## src/rtl/mfun_pkg.sv

```systemverilog
// mfun_pkg: shared constants, types and helper functions for the mfun M-sequence generator.
//
// Contents:
//   DefWidth / DefPeriod  default LFSR length and frame length
//   MaxWidth              widest LFSR the helper functions support
//   mode_e                shift or reload cycle
//   parity_fb()           feedback bit = XOR-reduction of (state & taps)
//   guard_seed()          value loaded into the LFSR on reset/reload
//
// Build option: MFUN_ZERO_GUARD_EN -- when defined, an all-zero seed is replaced by 1 so the
// LFSR cannot lock up at zero. When undefined the seed is loaded verbatim.
package mfun_pkg;

    localparam int unsigned DefWidth  = 4;
    localparam int unsigned DefPeriod = 15;
    localparam int unsigned MaxWidth  = 64;

    typedef enum logic {
        ModeShift,
        ModeReload
    } mode_e;

    // Operands arrive zero-extended to MaxWidth; the extra zero bits do not change the parity.
    function automatic logic parity_fb(logic [MaxWidth-1:0] state, logic [MaxWidth-1:0] taps);
        return ^(state & taps);
    endfunction

    function automatic logic [MaxWidth-1:0] guard_seed(logic [MaxWidth-1:0] seed);
`ifdef MFUN_ZERO_GUARD_EN
        return (seed == '0) ? MaxWidth'(1) : seed;
`else
        return seed;
`endif
    endfunction

endpackage

```

## src/rtl/mfun_lfsr.sv

```systemverilog
// mfun_lfsr: Fibonacci LFSR with programmable taps and a load path.
//
// Ports:
//   clk   in   system clock
//   rst   in   synchronous active-high reset; loads the (guarded) seed
//   mode  in   ModeShift shifts, ModeReload loads the (guarded) seed
//   seed  in   WIDTH  start phase
//   taps  in   WIDTH  feedback tap mask, bit i=1 puts state bit i into the XOR
//   fb    out  feedback bit of the current state (combinational)
//   next  out  WIDTH  shifted state the register moves to in a shift cycle
//
// Zero-seed handling follows MFUN_ZERO_GUARD_EN through mfun_pkg::guard_seed().
module mfun_lfsr
    import mfun_pkg::*;
#(
    parameter int unsigned WIDTH = DefWidth  // must be >= 2
) (
    input  logic             clk,
    input  logic             rst,
    input  mode_e            mode,
    input  logic [WIDTH-1:0] seed,
    input  logic [WIDTH-1:0] taps,
    output logic             fb,
    output logic [WIDTH-1:0] next
);

    logic [WIDTH-1:0] state_q, state_d;

    always_comb begin
        fb      = parity_fb(MaxWidth'(state_q), MaxWidth'(taps));
        next    = {state_q[WIDTH-2:0], fb};
        state_d = next;
        if (rst || mode == ModeReload) begin
            state_d = WIDTH'(guard_seed(MaxWidth'(seed)));
        end
    end

    always_ff @(posedge clk) begin
        state_q <= state_d;
    end

endmodule

```

## src/rtl/mfun.sv

```systemverilog
// mfun: programmable-width M-sequence generator with framed output.
//
// Emits one pseudo-random bit per clock on sum. After PERIOD shifts, control pulses for one cycle
// and fase_new holds the state reached; the following cycle reloads the LFSR from fase, so a
// frame is PERIOD+1 cycles long.
//
// Ports:
//   clk       in   system clock, rising edge
//   rst       in   synchronous active-high reset, priority over everything
//   fase      in   WIDTH  start phase, sampled at reset and in the reload cycle
//   type_f    in   WIDTH  tap mask, sampled every cycle
//   fase_new  out  WIDTH  state reached at end of frame, held until the next frame end
//   sum       out  generated bit, combinational from the state register
//   control   out  one-cycle end-of-frame strobe, registered
//
// Build option: MFUN_ZERO_GUARD_EN replaces an all-zero loaded seed with 1.
module mfun
    import mfun_pkg::*;
#(
    parameter int unsigned WIDTH  = DefWidth,
    parameter int unsigned PERIOD = DefPeriod  // 1 .. 2**WIDTH-1
) (
    input  logic             clk,
    input  logic             rst,
    input  logic [WIDTH-1:0] fase,
    input  logic [WIDTH-1:0] type_f,
    output logic [WIDTH-1:0] fase_new,
    output logic             sum,
    output logic             control
);

    localparam int unsigned      CntW    = $clog2(PERIOD + 1);
    localparam logic [CntW-1:0] CntLast = CntW'(PERIOD - 1);

    logic [CntW-1:0]  cnt_q, cnt_d;
    logic             control_q, control_d;
    logic [WIDTH-1:0] fase_new_q, fase_new_d;
    logic [WIDTH-1:0] next_state;
    mode_e            mode;

    // The cycle after the strobe is the reload cycle.
    assign mode = control_q ? ModeReload : ModeShift;

    mfun_lfsr #(
        .WIDTH(WIDTH)
    ) u_lfsr (
        .clk (clk),
        .rst (rst),
        .mode(mode),
        .seed(fase),
        .taps(type_f),
        .fb  (sum),
        .next(next_state)
    );

    always_comb begin
        cnt_d      = cnt_q;
        control_d  = 1'b0;
        fase_new_d = fase_new_q;
        if (mode == ModeShift) begin
            if (cnt_q == CntLast) begin
                cnt_d      = '0;
                control_d  = 1'b1;
                fase_new_d = next_state;
            end else begin
                cnt_d = cnt_q + CntW'(1);
            end
        end else begin
            cnt_d = '0;
        end
    end

    always_ff @(posedge clk) begin
        if (rst) begin
            cnt_q      <= '0;
            control_q  <= 1'b0;
            fase_new_q <= '0;
        end else begin
            cnt_q      <= cnt_d;
            control_q  <= control_d;
            fase_new_q <= fase_new_d;
        end
    end

    assign fase_new = fase_new_q;
    assign control  = control_q;

endmodule

```

## config.mk

```make
export PLATFORM = sky130hd
export DESIGN_NAME = mfun
export DESIGN_NICKNAME = d
export VERILOG_FILES = /design/src/rtl/mfun_pkg.sv /design/src/rtl/mfun_lfsr.sv /design/src/rtl/mfun.sv
export SDC_FILE = /design/constraint.sdc
export NUM_CORES = 1
export LEC_CHECK = 0
export BUFFER_PORTS_ARGS = -buffer_cell sky130_fd_sc_hd__buf_2
export CORE_AREA = 3 3 40 42
export CTS_BUF_LIST = sky130_fd_sc_hd__clkbuf_8
export CTS_CLUSTER_DIAMETER = 120
export DETAILED_ROUTE_END_ITERATION = 8
export DIE_AREA = 0 0 43 45
export PLACE_DENSITY_LB_ADDON = 0.05
export SLEW_MARGIN = 10
export SYNTH_ARGS = -nofsm -noshare
export SYNTH_HDL_FRONTEND = slang
export SYNTH_SLANG_ARGS = --single-unit
```

## constraint.sdc

```tcl
create_clock -name clk -period 1 [get_ports clk]
set_input_delay 0.2 -clock clk [delete_from_list [all_inputs] [get_ports clk]]
set_output_delay 0.2 -clock clk [all_outputs]
set_load 0.05 [all_outputs]
```

==> results.toml, run 1 <==
[outcome]
outcome = "finished with violations"
violations = "setup timing"

[grt]
track_usage_pct = 11.6
overflow = 0
grt_max_degree = 8
grt_pass1_wl_um = 1630
grt_pass1_vias = 393
antenna_found_initial = 0

[synthesis]
syn_area_per_cell_um2 = 9.67
synth_top_cell_by_area = "dfxtp_1"
synth-compound-area-share_pct = 9.45
synthAdderAreaFrac_pct = 4.98
synth_xor_area_share_pct = 8.71
synthMuxAreaShare_pct = 6.72
synthDistinctLibCells = 16
yosysSeqAreaShare_pct = 51.7
synth.area.top_cells = "dfxtp_1 (52%), xnor2_1 (7.0%), nand2_1 (6.0%)"
synth-seq-cells = 13
ys_warn_count = 0
synth-simple-area-share_pct = 16.9
synth_top_family_by_area = "simple AND/OR/NAND/NOR gates"
yosysTopAreaCellShare_pct = 51.7
postSynthCellCount = 52
synth_nets = 64
syn_area_um2 = 503

[finish]
antenna_cells = 0
drive_gt1_share_pct = 74.7
seq_area_um2 = 270
n_fill_cell = 100
finalNonFillerCells = 98
area_delta_synth_final_pct = 74.6
post-route-util_pct = 68.4
nets = 96
multiInputGateArea_um2 = 338

[clock_network]
max-clock-path-buffers = 2
htree_levels = 1
cts_buffers = 3
cts_sinks = 13
path_clk_slew_ns = 0.06
cts_root_buf = "clkbuf_8"
cts_hold_buf = 0
cts_tree = "yes"
clk_latency_ns = 0.24

[detailed_routing]
wl_met3_um = 58
wl_um = 1110
wl_per_cell_um = 11.3
topRoutingLayerUsed = "met3"
drtIter0Drc = 1
wl_met1_um = 476
vias = 437
ant_nets = 0
vias_per_cell = 4.46
drcViolationCount = 0
dr_wl_met2_um = 575
firstDrtPassIters = 2

[timing]
fin_crit_ns = 1.41
fin_tns_setup_ns = -0.769
slew_viol_final = 0
fin_skew_ns = 0.00465
max_freq_mhz = 708
slew_headroom_pct = 83.0
min_period_over_period_pct = 141
rsz0062_at_grt = "yes"
setup_viol = 6
worst_slack_ns = -0.411
hold_viol = 0
worst_slew_pin_slew_ns = 0.252

[worst_setup_path]
cp_data_required_time_ns = 0.80
crit_path_end_kind = "output pin"
criticalPathCategory = "reg -> out"
crit_fanout = 2
startpoint_type = "register"
crit_arrival_ns = 1.21

[floorplanning]
start_util_pct = 39.1
die_w_um = 43
dieArea_um2 = 1940
die_y_um = 45
core_area_um2 = 1280
io_pins = 16
num_rows = 13

[power]
peakVddDrop_mv = 1.33
leakage_nw = 0.379
power_w = 0.00144
power_density_nw_per_um2 = 1640

[placement]
place_congestion = 0.680
portBuffers = 15
dpl.hpwl_um = 811
dp_cells = 92

[run]
maxCapViolCount = 0

[min_path]
hold_path.class = "in -> reg"
==> timing repair <==
item | CTS | global route
pin swaps | 6 | 9
resized for setup | 14 | 16
setup endpoints to repair | 11 | 9
endpoints found under the hold margin | 0 | 0
setup buffers | 1 | 3
==> kinds of logic after synthesis <==
kind of cell	after synthesis
buf+inv	2
fa+ha+maj	2
xor+xnor	5
compound gates	8
mux	3
simple gates	19
flops	13
==> cell usage in the layout (no fill, tap or decap), types with 2 or more instances in the layout <==
master    Yosys  routed
a21oi_2       0       4
buf_2         0       9
buf_4         0      14
buf_6         0       3
clkbuf_8      0       3
dfxtp_1      13       7
dfxtp_2       0       5
inv_2         0       2
mux2_2        2       2
nand2_2       0       7
nor2_1        6       5
nor2_4        0       2
o21ai_0       3       3
xnor2_2       0       4
==> synthesized netlist by cell type <==
library cell	instances
dfxtp_1	13
nand2_1	8
nor2_1	6
a21oi_1	4
xnor2_1	4
o21ai_0	3
ha_1	2
inv_1	2
mux2_2	2
nor2_2	2
a211oi_2	1
mux2_1	1
nand3_1	1
nand3_2	1
nor3_1	1
xor2_1	1
==> layer usage <==
layer / global-route usage, % / up-vias
met1: 14.0 / 192
met4: 3.61 / 0
met5: 0 / -
met2: 19.2 / 10
li1: - / 235
met3: 4.78 / 0
==> metrics by stage <==
| stage | setup slack (ns) | area [um2] | hold slack, ns |
|---|---|---|---|
| after floorplan | -0.158 | 542 | 0.267 |
| after global placement | -0.160 | 711 | 0.414 |
| after detailed placement | -0.161 | 711 | 0.418 |
| after CTS | -0.380 | 798 | 0.168 |
| after global routing | -0.465 | 878 | 0.176 |
| final | -0.411 | 878 | 0.168 |
==> where the power goes <==
part	switching (W)	total [W]	internal (W)
sequential	0.0000249	0.000583	0.000558
clock	0.000184	0.000455	0.000271
combinational	0.000198	0.000405	0.000207
==> state kept, by name, summed over array words and instances, names as in the netlist <==
signal and count:
cnt_q 4, fase_new 4, control 1, u_lfsr.state_q 4
==> critical path: stages, from the launching register on <==
cell and delay [ns]:
dfxtp_2 0.33, nand2_2 0.06, xnor2_2 0.15, xnor2_2 0.21, inv_2 0.07, buf_8 0.15
==> final timing paths <==
check,from,cells past startpoint,endpoint,slack (ns)
min reg2reg,fase_new[3],2,fase_new[3],0.50
max,u_lfsr.state_q[1],5,sum,-0.41
max reg2reg,cnt_q[0],6,fase_new[0],-0.11
min,fase[3],2,u_lfsr.state_q[3],0.17
==> cell type report <==
class	instances	area share, %
multi-input combinational	37	38.5
sequential	13	30.8
timing repair buffer	27	22.6
clock buffer	3	4.70
tap	15	2.14
inverter	2	0.855
clock inverter	1	0.427
No activity file was read; power rests on OpenSTA's default activity.
==> inputs of run 2 (changes only) <==
CTS_CLUSTER_DIAMETER = default   (was 120)
RECOVER_POWER = 25   (was default)
==> run 2 against run 1 <==
Compared with the run above:
- the run still ends with setup timing left
- hold slack about the same
- critical path depth unchanged
- register-to-register slack got worse by 0.06 ns
- sequential cell count unchanged
==> results.toml, run 2 (synthesis results as in run 1) <==
[placement]
place_area_um2 = 711
dpl.hpwl_um = 811
portBuffers = 15
place_congestion = 0.680
dp_slack_ns = -0.161
dp_cells = 92

[detailed_routing]
drtIter0Drc = 1
ant_nets = 0
firstDrtPassIters = 2
drcViolationCount = 0
wl_um = 1130
wl_per_cell_um = 11.5
vias_per_cell = 4.46
vias = 437

[worst_setup_path]
cp_data_required_time_ns = 0.80
r2r_start = "cnt_q[0]"
reg2reg_to = "fase_new[0]"
criticalPathCategory = "reg -> out"
crit_arrival_ns = 1.21
crit_path_end_kind = "output pin"
crit_fanout = 2
startpoint_type = "register"
startpoint = "u_lfsr.state_q[1]"
worst_r2r_path_depth = 6
r2r_slack_ns = -0.17

[power]
p_int_w = 0.00104
pwr-share-seq_pct = 40.6
power_density_nw_per_um2 = 1660
power_w = 0.00144
peakVddDrop_mv = 1.33
p_switching_w = 0.000405
pwr-share-clk_pct = 31.5
switching_share_pct = 28.1
p_comb_share_pct = 27.9
leakage_nw = 0.379

[timing]
slew_viol_final = 0
fin_skew_ns = 0.00464
min_period_over_period_pct = 141
rsz0062_at_grt = "yes"
hold_viol = 0
slew_headroom_pct = 83.0
fin_crit_ns = 1.41
max_freq_mhz = 709
worst_slew_pin_slew_ns = 0.253
worst_slack_ns = -0.411
setup_viol = 10

[grt]
overflow = 0
antenna_found_initial = 0
grt_max_degree = 8
grt_pass1_vias = 393
grt_pass1_wl_um = 1630
track_usage_pct = 11.6

[floorplanning]
io_pins = 16
start_util_pct = 39.1
core_area_um2 = 1280
die_y_um = 45
num_rows = 13
dieArea_um2 = 1940
die_w_um = 43

[min_path]
hold_start = "fase[3]"
min_path_cells = 2
hold_path.class = "in -> reg"
whs_endpoint = "u_lfsr.state_q[3]"

[finish]
finalNonFillerCells = 98
antenna_cells = 0
design_area_um2 = 868
area_delta_synth_final_pct = 72.6
drive_gt1_share_pct = 74.7
post-route-util_pct = 67.6
layout_common_cells = "buf_4 (14), buf_2 (9), nand2_2 (7), dfxtp_1 (7), dfxtp_2 (6)"
nets = 96
final_common_cell = "buf_4"

[clock_network]
max-clock-path-buffers = 2
cts_buffers = 3
cts_root_buf = "clkbuf_8"
htree_levels = 1
clk_latency_ns = 0.24
cts_sinks = 13
cts_tree = "yes"
path_clk_slew_ns = 0.06

[run]
maxCapViolCount = 0

[outcome]
violations = "setup timing"
outcome = "finished with violations"
run 2: cell count changes in the layout (fill, tap and decap cells not counted):
cell / before / now
dfxtp_2: 5 / 6
dfxtp_4: 1 / 0
nand3_2: 0 / 1
nand3_4: 1 / 0
run 2: power by group through the flow:
stage	sequential, W	combinational, W	clock, W
finish	0.000585	0.000403	0.000455
global route	0.000586	0.000427	0.000491
CTS	0.000582	0.000362	0.000466
detailed placement	0.000588	0.000302	0
global placement	0.000588	0.000298	0
floorplan	0.000590	0.000169	0
run 2: per-layer routing:
layer | GRT usage [%] | up-vias | part of all wire, %
li1 | - | 235 | -
met1 | 14.0 | 192 | 44
met2 | 19.2 | 10 | 51
met3 | 4.78 | 0 | 5.2
met4 | 3.61 | 0 | 0
met5 | 0 | - | 0
run 2: repair_timing:
| action | 4_1_cts | 5_1_grt |
|---|---|---|
| pin swaps | 6 | 9 |
| hold buffers | 0 | 0 |
| resized for setup | 14 | 16 |
| setup buffers | 1 | 3 |
| endpoints found under the setup margin | 11 | 9 |
run 2: metrics by stage:
stage,hold slack [ns],setup TNS (ns)
3_5_place_dp,0.418,-0.399
6_report,0.168,-1.13
5_1_grt,0.176,-1.66
2_1_floorplan,0.267,-0.193
3_3_place_gp,0.414,-0.318
4_1_cts,0.168,-0.640
run 2: worst max-delay path by stage:
stage          endpoint  slack, ns  cells past startpoint
2_1_floorplan       sum      -0.16                      4
3_3_place_gp        sum      -0.16                      5
3_5_place_dp        sum      -0.16                      5
4_1_cts             sum      -0.38                      5
5_1_grt             sum      -0.47                      5
6_report            sum      -0.41                      5
run 2: worst max-delay path, cell delays in order, from the launching register on:
cell and delay (ns):
dfxtp_2 0.33, nand2_2 0.06, xnor2_2 0.15, xnor2_2 0.21, inv_2 0.07, buf_8 0.15
run 2: area by class of cell:
| class | count | area (um2) |
|---|---|---|
| fillers | 103 | 417 |
| multi-input cells | 37 | 330 |
| flip-flops and latches | 13 | 268 |
| repair buffers | 27 | 199 |
| clock buffers | 3 | 41.3 |
| well taps | 15 | 18.8 |
| inverters | 2 | 7.51 |
| clock inverters | 1 | 3.75 |
